### config.mk
export PLATFORM = sky130hd
export DESIGN_NAME = lcd_rd
export DESIGN_NICKNAME = d
export VERILOG_FILES = /design/src/rtl/lcd_rd.sv
export SDC_FILE = /design/constraint.sdc
export NUM_CORES = 1
export LEC_CHECK = 0
export ABC_AREA = 1
export CAP_MARGIN = 20
export CORE_UTILIZATION = 40
export CTS_CLUSTER_SIZE = 16
export DETAILED_ROUTE_END_ITERATION = 6
export REMOVE_ABC_BUFFERS = 1
export SYNTH_ARGS = -nofsm -noshare
export SYNTH_HDL_FRONTEND = slang
export SYNTH_SLANG_ARGS = --single-unit
### constraint.sdc
create_clock -name clk -period 1.6 [get_ports clk]
set_input_delay 0.48 -clock clk [delete_from_list [all_inputs] [get_ports clk]]
set_output_delay 0.48 -clock clk [all_outputs]
set_load 0.05 [all_outputs]
### src/rtl/lcd_rd.sv
// HD44780 4-bit read engine: one two-nibble read cycle on the shared LCD bus,
// or repeated busy-flag reads until BF clears or MAX_POLL reads are exhausted.
module lcd_rd #(
    parameter int CLK_DIV  = 50,
    parameter int MAX_POLL = 255
) (
    input  logic       clk,
    input  logic       reset,
    input  logic       req,
    input  logic       rs_sel,
    input  logic       poll,
    output logic       busy,
    output logic       done,
    output logic [7:0] rd_data,
    output logic       timeout,
    output logic       en_lcd,
    output logic       rs_lcd,
    output logic       rw_lcd,
    input  logic [3:0] lcd_d_i
);

    localparam int DW = $clog2(CLK_DIV);

    typedef enum logic [2:0] {
        IDLE, SETUP, E1H, E1L, E2H, E2L, DONE
    } state_t;

    state_t        state, next_state;
    logic [DW-1:0] div;
    logic [7:0]    poll_cnt;
    logic          rs_q, poll_q;
    logic [3:0]    hi_q, lo_q;
    logic          phase_last, repoll;

    assign phase_last = (div == DW'(CLK_DIV - 1));
    // Another BF read is needed only while the flag is still set and budget remains
    assign repoll     = poll_q && hi_q[3] && (poll_cnt < 8'(MAX_POLL));

    always_ff @(posedge clk) begin
        if (reset) begin
            state    <= IDLE;
            div      <= '0;
            poll_cnt <= '0;
            rs_q     <= 1'b0;
            poll_q   <= 1'b0;
            hi_q     <= '0;
            lo_q     <= '0;
            rd_data  <= '0;
            timeout  <= 1'b0;
        end else begin
            state <= next_state;
            if (state == IDLE || state == DONE || next_state != state)
                div <= '0;
            else
                div <= div + 1'b1;
            case (state)
                IDLE: if (req) begin
                    rs_q     <= rs_sel & ~poll;
                    poll_q   <= poll;
                    poll_cnt <= 8'd1;
                end
                E1H: if (phase_last) hi_q <= lcd_d_i;
                E2H: if (phase_last) lo_q <= lcd_d_i;
                E2L: if (phase_last) begin
                    if (repoll) begin
                        poll_cnt <= poll_cnt + 8'd1;
                    end else begin
                        rd_data <= {hi_q, lo_q};
                        timeout <= poll_q && hi_q[3];
                    end
                end
                default: ;
            endcase
        end
    end

    always_comb begin
        next_state = state;
        case (state)
            IDLE:    if (req) next_state = SETUP;
            SETUP:   if (phase_last) next_state = E1H;
            E1H:     if (phase_last) next_state = E1L;
            E1L:     if (phase_last) next_state = E2H;
            E2H:     if (phase_last) next_state = E2L;
            E2L:     if (phase_last) next_state = repoll ? SETUP : DONE;
            DONE:    next_state = IDLE;
            default: next_state = IDLE;
        endcase
    end

    always_comb begin
        busy   = (state != IDLE);
        done   = 1'b0;
        en_lcd = 1'b0;
        rw_lcd = 1'b0;
        rs_lcd = 1'b0;
        case (state)
            SETUP, E1L, E2L: begin
                rw_lcd = 1'b1;
                rs_lcd = rs_q;
            end
            E1H, E2H: begin
                rw_lcd = 1'b1;
                rs_lcd = rs_q;
                en_lcd = 1'b1;
            end
            DONE:    done = 1'b1;
            default: ;
        endcase
    end

endmodule

* After elaboration in Yosys (flattened, before gate mapping)
Cells that the tools add are included.
Storage, ports and cells: input bits 9, logic and storage cells 57, register bits 36
Operators by class: add/subtract/negate cells 2, magnitude comparators 1, bitwise gates (word level) 3, reductions and logical operators 15, muxes and demuxes 16, equal/unequal tests 11
Operator list (number):
- 8-bit 2-to-1 mux | 3
- 3-bit 2-to-1 mux | 7
- 3-bit case mux with 6 select lines | 1
- 8-bit case mux with 2 select lines | 1
- 3-bit equality test (second input constant) | 3
- 8-bit by 1-bit adder with 8-bit output (second input constant) | 1
- 8-bit < comparator (second input constant) | 1
- 6-bit by 1-bit adder with 6-bit output (second input constant) | 1
- 3-bit by 2-bit equality test with 1-bit output (second input constant) | 2
- 6-bit equality test (second input constant) | 1
- 2-bit inequality test (second input constant) | 3
- 2-bit AND reduction | 3
- 5-bit OR reduction | 1
- 1-bit 2-to-1 mux | 4
- 4-bit AND reduction | 1
- 2-bit OR reduction | 2
- 3-bit by 1-bit equality test with 1-bit output (second input constant) | 1
- 3-bit zero test | 1
- 3-bit inequality test | 1
- 3-bit AND reduction | 1
- 3-bit nonzero test | 1
- 1-bit logical AND | 2
- 1-bit logical OR | 2
- 1-bit inverter | 2
- 2 further kinds | 2

* Longest topological paths before layout
depth in word-level cells 8, gate-level depth with buffers 11, gate-level depth less buffers 11

* Worst setup path before layout
Ideal clock, no wire load.
path type flip-flop to output port, from register state[2], to output port rs_lcd, cell stages (with the launch flop) 5, buffers on the path 0, required time 1.120 ns, path slack -0.557 ns, arrival 1.677 ns, path through dfxtp_1 -> nand3_2 -> nand2_2 -> inv_1 -> a21oi_1
Between the ends: word-level cells in the longest chain between the ends 3, elaborated cells on any way between the ends 7
RTL lines:
- start, declared | line 28 | state_t state, next_state;
- start signal, assigned | line 51 | state <= next_state;
- 3-bit by 2-bit equality test with 1-bit output, or another cell as far along | line 97 | case (state)
- 5-bit OR reduction (no line) (*)
- 1-bit 2-to-1 mux (*) | line 97
- end, declared | line 17 | output logic rs_lcd,
Mark *: on every way between the ends. The rest lies on a longest branch, timed or not.

* Worst setup path in the final report
from register state[1], to output port rw_lcd
Between the ends: word-level cells in the longest chain between the ends 3, elaborated cells on any way between the ends 7
RTL lines:
- 3-bit by 2-bit equality test with 1-bit output, or another cell as far along | line 97
- 5-bit OR reduction (no line) (*)
- 1-bit 2-to-1 mux (*) | line 97
- end, declared | line 18 | output logic rw_lcd,
Marked as above.

==> metrics.txt <==
Initial DRC Count=95; via count=1675; Clk network pwr share=39.1%; Overflow after GRT=0; Cell Count, Final, Fillers Out=347; first-pass iteration count of the detailed router=4; Sw Share=24.2%; Final nets=309; maximum VDD drop=414 uV; Yosys warnings=0; RSZ-0062 raised after global routing=true; Slew @ Worst Pin=0.263 ns; starting density of the core=42.0%; Die Wd=67.1 um; max-cap violation count=0; Post-Route WL=4.29 mm; Min Hold Slack=0.454 ns; Final Cycle Share=108%; Crit Reg-Reg Startpoint=poll_cnt[0]; Seq cells post-synth=36; share of cells above drive strength 1=34.7%; failing checks=setup timing; row count=23; CTS tree=built; CP startpoint=state[1]; vias in the first global route=1458; largest net degree at the start of global routing=17; net switching power=0.441 mW; Area Growth Syn to Fin=56.2%; post-route ant nets=0; Final Setup Violations=5; Reg power frac=49.8%; total CTS buffers=5; WP data required=1.12 ns; first-pass GRT wire length=6.84 mm; via density per instance=4.83; wire per inst=12.4 um; run status=finished, violations left; CP Capture Type=output pin; achievable clock frequency=578 MHz; Hold Path Origin=poll_q; Crit Path Max Fanout=4; Residual DRC=0; Bufs on Longest Clock Path=2; Synth area leaders=dfxtp_1, nor2_1, inv_1; Hold Buf Count CTS=0; clk sinks=36; Hold Fails Final Rpt=0; num ports=23; Die Ht=67.1 um; fin. max-slew vios=0; Avg Inst Size Synth=7.14 sq um; worst-skew pair later-pin latency=0.29 ns; die area=0.00450 sq mm; Clock Skew=0.00414 ns; GRT Util Overall=21.1%; max_slew headroom=82.4%; crit-path cells=inv_2 > nand3_4 > nand2_2 > inv_2 > buf_6 > nand2_4 > buf_12; Worst Path Arrival=1.25 ns; crit-path most repeated cell=inv_2; Worst-path clk slew=0.07 ns; Post-Syn Area=0.00169 sq mm; GPL Wtd Cong=0.861; Final WS setup=-0.131 ns; Synth Instances=237; max incr delay on CP=0.38 ns; number of port buffers=22; type of the worst min-delay path=flop to flop; Worst path slowest cell=dfxtp_4; placed cell count=333; cell taking the most area after synthesis=dfxtp_1; antenna cells=0; H-tree Lvls=2; Core Area=0.00403 sq mm; Worst Setup Path Type=flop to output pin; Logic pwr share=11.1%; Root Buffer=clkbuf_8; part of the Yosys area used for sequential elements=42.6%; PD cells=690 mW/mm^2; Pleak=1.09 nW; post-synth cell types=26; DP Wirelength=2.89 mm; initial antenna violation count=0; Total Power=1.83 mW; Startpoint Class=flop; Internal Pwr Total=1.38 mW; min cycle time layout=1.73 ns; Yosys top cell area share=42.6%
## state kept, by name, indices dropped and copies added (netlist names)
name and count:
poll_cnt 8, rs_q 1, lo_q 4, poll_q 1, div 6, hi_q 4
timeout 1, state 3, rd_data 8
## worst max-delay path, delay by kind of cell, from the launching register on
family        cells  cell delay (ns)
buf+inv           4             0.38
flops             1             0.38
simple gates      3             0.21
## Yosys cell counts (all sizes together)
cell type,n
xnor2,3
o21ai,21
nand4,5
a22oi,1
buf,2
ha,3
a21oi,21
nand2,37
and3,1
or2,1
dfxtp,36
a31oi,1
xor2,4
clkbuf,2
inv,37
o22ai,1
nand3,16
nor2,45
## power groups by stage
stage	Combinational, mW	Clock [mW]	Sequential, mW
6_report	0.202	0.713	0.910
5_1_grt	0.216	0.765	0.911
4_1_cts	0.189	0.718	0.908
3_5_place_dp	0.176	0	0.930
3_3_place_gp	0.175	0	0.930
2_1_floorplan	0.0771	0	0.931
## routing by layer
metal / vias up / part of all wire [%] / GRT usage, %
li1: 874 / - / -
met1: 760 / 47 / 27.7
met2: 33 / 46 / 31.6
met3: 8 / 4.1 / 5.82
met4: 0 / 2.3 / 9.57
met5: - / 0 / 0
## cell type report
cell class	instances	area, sq um
repair buffers	56	661
flip-flops and latches	36	734
fillers	355	1380
multi-input cells	161	947
clock buffers	7	96.3
inverters	37	144
well taps	50	62.6
## cell families (layout without fill, tap and decap cells)
kind of cell / Yosys count / after routing / share of synthesized area, %
and+or+nand+nor: 105 / 106 / 28.5
DFF: 36 / 36 / 42.6
xor gates and xnor gates: 7 / 7 / 3.62
AOI/OAI and AO/OA: 45 / 45 / 13.8
adders and majority gates: 3 / 3 / 2.22
buffers and inverters: 41 / 100 / 9.31
## worst paths after layout
| path | slack (ns) | to | cells after the start |
|---|---|---|---|
| max | -0.13 | rw_lcd | 7 |
| min | 0.45 | poll_q | 2 |
| max reg2reg | 0.07 | poll_cnt[2] | 11 |
| min reg2reg | 0.45 | poll_q | 2 |
## what timing repair did
action                     4_1_cts  5_1_grt
buffers inserted                 4        6
cloned                           0        1
resized for setup               21       21
pin swaps                        5       12
setup endpoints to repair        5       20
## stage by stage
step	worst slack, ns	TNS (ns)	cell area, sq um	utilization [%]
after floorplan	-0.557	-0.687	1680	-
after global placement	-0.126	-1.72	2350	58.3
after detailed placement	-0.124	-1.61	2350	58.3
after CTS	-0.143	-0.345	2540	63.0
after global routing	-0.197	-0.932	2650	65.7
final	-0.131	-0.385	2650	65.7
## cell usage in the layout (no fill, tap or decap), drive strengths merged
cell and n:
inv 37, a22oi 1, ha 3, nand4 5
a31oi 1, o22ai 1, clkdlybuf4s50 8, xor2 4
buf 48, a21oi 21, nand3 16, dfxtp 36
clkbuf 7, or2 1, and3 1, nor2 45
nand2 38, o21ai 21, xnor2 3
No activity file was read; power rests on OpenSTA's default activity.
